File: config.mk
export PLATFORM = sky130hd
export DESIGN_NAME = pc_incrementer
export DESIGN_NICKNAME = d
export VERILOG_FILES = /design/src/rtl/pc_inc_pkg.sv /design/src/rtl/pc_inc_adder.sv /design/src/rtl/pc_incrementer.sv
export SDC_FILE = /design/constraint.sdc
export NUM_CORES = 1
export LEC_CHECK = 0
export CAP_MARGIN = 20
export CORE_ASPECT_RATIO = 1.4
export CORE_UTILIZATION = 34
export DETAILED_ROUTE_END_ITERATION = 8
export PLACE_DENSITY = 0.88
export RECOVER_POWER = 50
export SKIP_CTS_REPAIR_TIMING = 1
export SYNTH_ARGS = -nofsm -noshare
export SYNTH_HDL_FRONTEND = slang
export SYNTH_SLANG_ARGS = --single-unit
export TNS_END_PERCENT = 1
File: constraint.sdc
create_clock -name clk -period 2.64 [get_ports clk]
set_input_delay 0.528 -clock clk [delete_from_list [all_inputs] [get_ports clk]]
set_output_delay 0.528 -clock clk [all_outputs]
set_load 0.005 [all_outputs]
File: src/rtl/pc_inc_pkg.sv
// Shared constants and PC type for the IF-stage next-PC logic.
package pc_inc_pkg;

    localparam int          PC_WIDTH     = 32;
    localparam int unsigned PC_STEP_WORD = 4;
    localparam int unsigned PC_STEP_UNIT = 1;

    typedef logic [PC_WIDTH-1:0] pc_t;

endpackage

File: src/rtl/pc_inc_adder.sv
// Combinational pc + STEP with carry-out; STEP is zero-extended to WIDTH+1 bits.
import pc_inc_pkg::*;

module pc_inc_adder #(
    parameter int          WIDTH = PC_WIDTH,
    parameter int unsigned STEP  = PC_STEP_UNIT
) (
    input  logic [WIDTH-1:0] pc_i,
    output logic [WIDTH-1:0] sum_o,
    output logic             carry_o
);

    localparam logic [WIDTH:0] STEP_EXT = (WIDTH+1)'(STEP);

    assign {carry_o, sum_o} = {1'b0, pc_i} + STEP_EXT;

endmodule

File: src/rtl/pc_incrementer.sv
// Next sequential PC with carry-out and a sticky wrap flag.
// Define PC_INC_REG_OUT_EN to register npc/carry (1-cycle latency, gated by en).
import pc_inc_pkg::*;

module pc_incrementer #(
    parameter int          WIDTH = PC_WIDTH,
    parameter int unsigned STEP  = PC_STEP_UNIT
) (
    input  logic             clk,
    input  logic             rst,
    input  logic             en,
    input  logic [WIDTH-1:0] pc,
    output logic [WIDTH-1:0] npc,
    output logic             carry,
    output logic             wrap_seen
);

    logic [WIDTH-1:0] sum;
    logic             sum_c;
    logic             wrap_q, wrap_d;

    pc_inc_adder #(
        .WIDTH (WIDTH),
        .STEP  (STEP)
    ) u_adder (
        .pc_i    (pc),
        .sum_o   (sum),
        .carry_o (sum_c)
    );

    // Sticky flag follows the combinational carry so it lines up with a registered carry.
    always_comb begin
        wrap_d = wrap_q | (en & sum_c);
    end

    always_ff @(posedge clk) begin
        if (rst) wrap_q <= 1'b0;
        else     wrap_q <= wrap_d;
    end

    assign wrap_seen = wrap_q;

`ifdef PC_INC_REG_OUT_EN
    logic [WIDTH-1:0] npc_q, npc_d;
    logic             carry_q, carry_d;

    always_comb begin
        npc_d   = npc_q;
        carry_d = carry_q;
        if (en) begin
            npc_d   = sum;
            carry_d = sum_c;
        end
    end

    always_ff @(posedge clk) begin
        if (rst) begin
            npc_q   <= '0;
            carry_q <= 1'b0;
        end else begin
            npc_q   <= npc_d;
            carry_q <= carry_d;
        end
    end

    assign npc   = npc_q;
    assign carry = carry_q;
`else
    assign npc   = sum;
    assign carry = sum_c;
`endif

endmodule

==> results.toml <==
[setup_path]
r2r_slack_ns = 1.99
r2r_end = "wrap_seen$_SDFF_PP0_"
worstReg2RegStart = "wrap_seen$_SDFF_PP0_"
path_buf_inv = 2
endpoint = "npc[19]"
max_stage_delay_ns = 0.53
worstSetupStartpoint = "pc[10]"
critPathTopFamily = "buffers and inverters"
crit_slowest_cell = "clkdlybuf4s50_1"
critPathRequiredTime_ns = 2.11
cp_common_cell = "clkdlybuf4s50_1"
worstSetupPathType = "input port to output port"
path_cells = "clkdlybuf4s50_1 -> and3_4 -> nand3_4 -> nor3_1 -> xor2_1 -> clkdlybuf4s50_1"
worst-path-stages = 6
cp_max_fo = 6
ff2ff_path_depth = 2
arrival_ns = 2.49
start_kind = "input port"
cp-end-kind = "output port"

[finish]
drive_gt1_share_pct = 38.8
syn_to_final_growth_pct = 161
antennaDiodeCount = 0
layout_common_cells = "buf_4, dlymetal6s2s_1, clkdlybuf4s50_1"
final_cells = 236
fillers = 64
largest_reg_flops = 1
nNetsFinal = 252
final_common_cell = "buf_4"

[timing]
timing.final.ws_setup_ns = -0.381
slew_violations = 0
post-route-period-util_pct = 114
max_freq_mhz = 331
report.final.hold_viol_count = 0
relSlewSlack_pct = 79.3
period_needed_ns = 3.02
setup_viol_count_final = 16
worst_pin_slew_ns = 0.310
fin_skew_ns = 0
fin_setup_tns_ns = -2.36
rsz0062_at_grt = "true"

[die]
rows = 20
core_area_um2 = 2180
io_pins = 69
die-area_um2 = 2500
die_x_um = 42.5
start_util_pct = 35.9
dieHeight_um = 58.7

[status]
violations = "negative setup slack"
status = "finished with violations"

[power_and_ir_drop]
leakage_nw = 1.19
power-per-cell-area_nw_per_um2 = 117
peakVddDrop_mv = 0.0956

[synth]
ys_warn_count = 0
yosys.area_share.adder_pct = 1.60
synth_fp_nets = 137
synth-simple-area-share_pct = 55.0
synth_compound_area_share_pct = 0.800
synthDistinctLibCells = 23
synth_top_family_by_area = "simple AND/OR/NAND/NOR gates"
synth-seq-area-share_pct = 2.56
synth_xor_area_share_pct = 33.6
synth.area.mux_share_pct = 0
synth_seq_cells = 1
syn_area_per_cell_um2 = 7.74
syn_area_um2 = 782
synthCells = 101

[placed_design]
dp_cells = 220
gp_congestion = 0.730
io_buffer_count = 68
hpwlAfterDp_um = 2600

[route]
routed_via_density = 5.83
first_pass_iters = 4
avgRoutedWirePerCell_um = 21.1
drt_wl_total_um = 4980
dr_total_vias = 1375
postRouteAntennaNets = 0
drtIter0Drc = 43
drc = 0

[global_routing]
grt_overflow = 0
use_met1_pct = 21.5
grt_pass1_vias = 1185
grt_util_met2_pct = 51.0
grt_pass1_wl_um = 4740
grt_max_degree = 14
grt_usage_pct = 23.8
busiest_layer = "met2"
antenna_found_initial = 0
grt_use_met3_pct = 5.21

[worst_hold_path]
hold_class = "flip-flop to flip-flop"

[clocking]
clk_latency_ns = 0
path_clk_slew_ns = 0

[run]
maxCapViolations = 0
metrics by stage:
| step | total power [mW] | worst slack (ns) | cell area, µm² | util [%] | hold slack (ns) |
|---|---|---|---|---|---|
| global placement | 0.219 | -0.436 | 1710 | 78.4 | 0.458 |
| detailed placement | 0.226 | -0.507 | 1710 | 78.4 | 0.492 |
| finish | 0.239 | -0.381 | 2040 | 93.8 | 0.551 |
| floorplan | 0.0597 | 0.593 | 782 | - | 0.465 |
| CTS | 0.228 | -0.511 | 1710 | 78.4 | 0.491 |
| global route | 0.248 | -0.437 | 2040 | 93.8 | 0.577 |
cell type report:
class	instances	area (µm²)	area share, %
inverter	3	11.3	0.551
multi-input combinational	93	865	42.3
timing repair buffer	117	1120	54.8
sequential	1	20.0	0.980
tap	22	27.5	1.35
how the worst min path moves through the flow:
| stage | start | to | slack (ns) | cells after the start |
|---|---|---|---|---|
| 2_1_floorplan | wrap_seen$_SDFF_PP0_ | wrap_seen$_SDFF_PP0_ | 0.47 | 2 |
| 3_3_place_gp | wrap_seen$_SDFF_PP0_ | wrap_seen$_SDFF_PP0_ | 0.46 | 2 |
| 3_5_place_dp | wrap_seen$_SDFF_PP0_ | wrap_seen$_SDFF_PP0_ | 0.49 | 2 |
| 4_1_cts | wrap_seen$_SDFF_PP0_ | wrap_seen$_SDFF_PP0_ | 0.49 | 2 |
| 5_1_grt | wrap_seen$_SDFF_PP0_ | wrap_seen$_SDFF_PP0_ | 0.58 | 2 |
| 6_report | wrap_seen$_SDFF_PP0_ | wrap_seen$_SDFF_PP0_ | 0.55 | 2 |
cells in the mapped netlist (all sizes together):
master | number | area [µm²]
nor3 | 4 | 20.0
dfxtp | 1 | 20.0
nor4 | 9 | 113
and3 | 7 | 43.8
nor2 | 3 | 11.3
nand3 | 16 | 105
buf | 5 | 38.8
or2 | 1 | 6.26
o22ai | 1 | 6.26
ha | 1 | 12.5
and4 | 4 | 37.5
xor2 | 14 | 123
nand2 | 11 | 41.3
nand4 | 5 | 52.6
inv | 3 | 11.3
xnor2 | 16 | 140
tightest hold or removal path: stages (launching register included):
cell and delay, ns:
dfxtp_1 0.29, inv_1 0.09, o22ai_1 0.10
report_power, final:
part / internal [mW] / switching (mW)
clock network: 0 / 0
logic: 0.133 / 0.0910
registers: 0.0154 / 0.00000000000300
total: 0.148 / 0.0910
logic make-up (layout without fill, tap and decap cells):
family                     after synthesis  in the layout
buffers and inverters                    8            120
and+or+nand+nor                         60             61
AOI/OAI and AO/OA                        1              1
adders and majority gates                1              1
xor gates and xnor gates                30             30
DFF                                      1              1
layer usage:
layer,routed length [µm],vias up
met5,0,-
met3,367,26
met4,263,0
met2,2560,102
met1,1790,647
li1,-,600
Note: power is estimated with default switching activity, not from simulation.
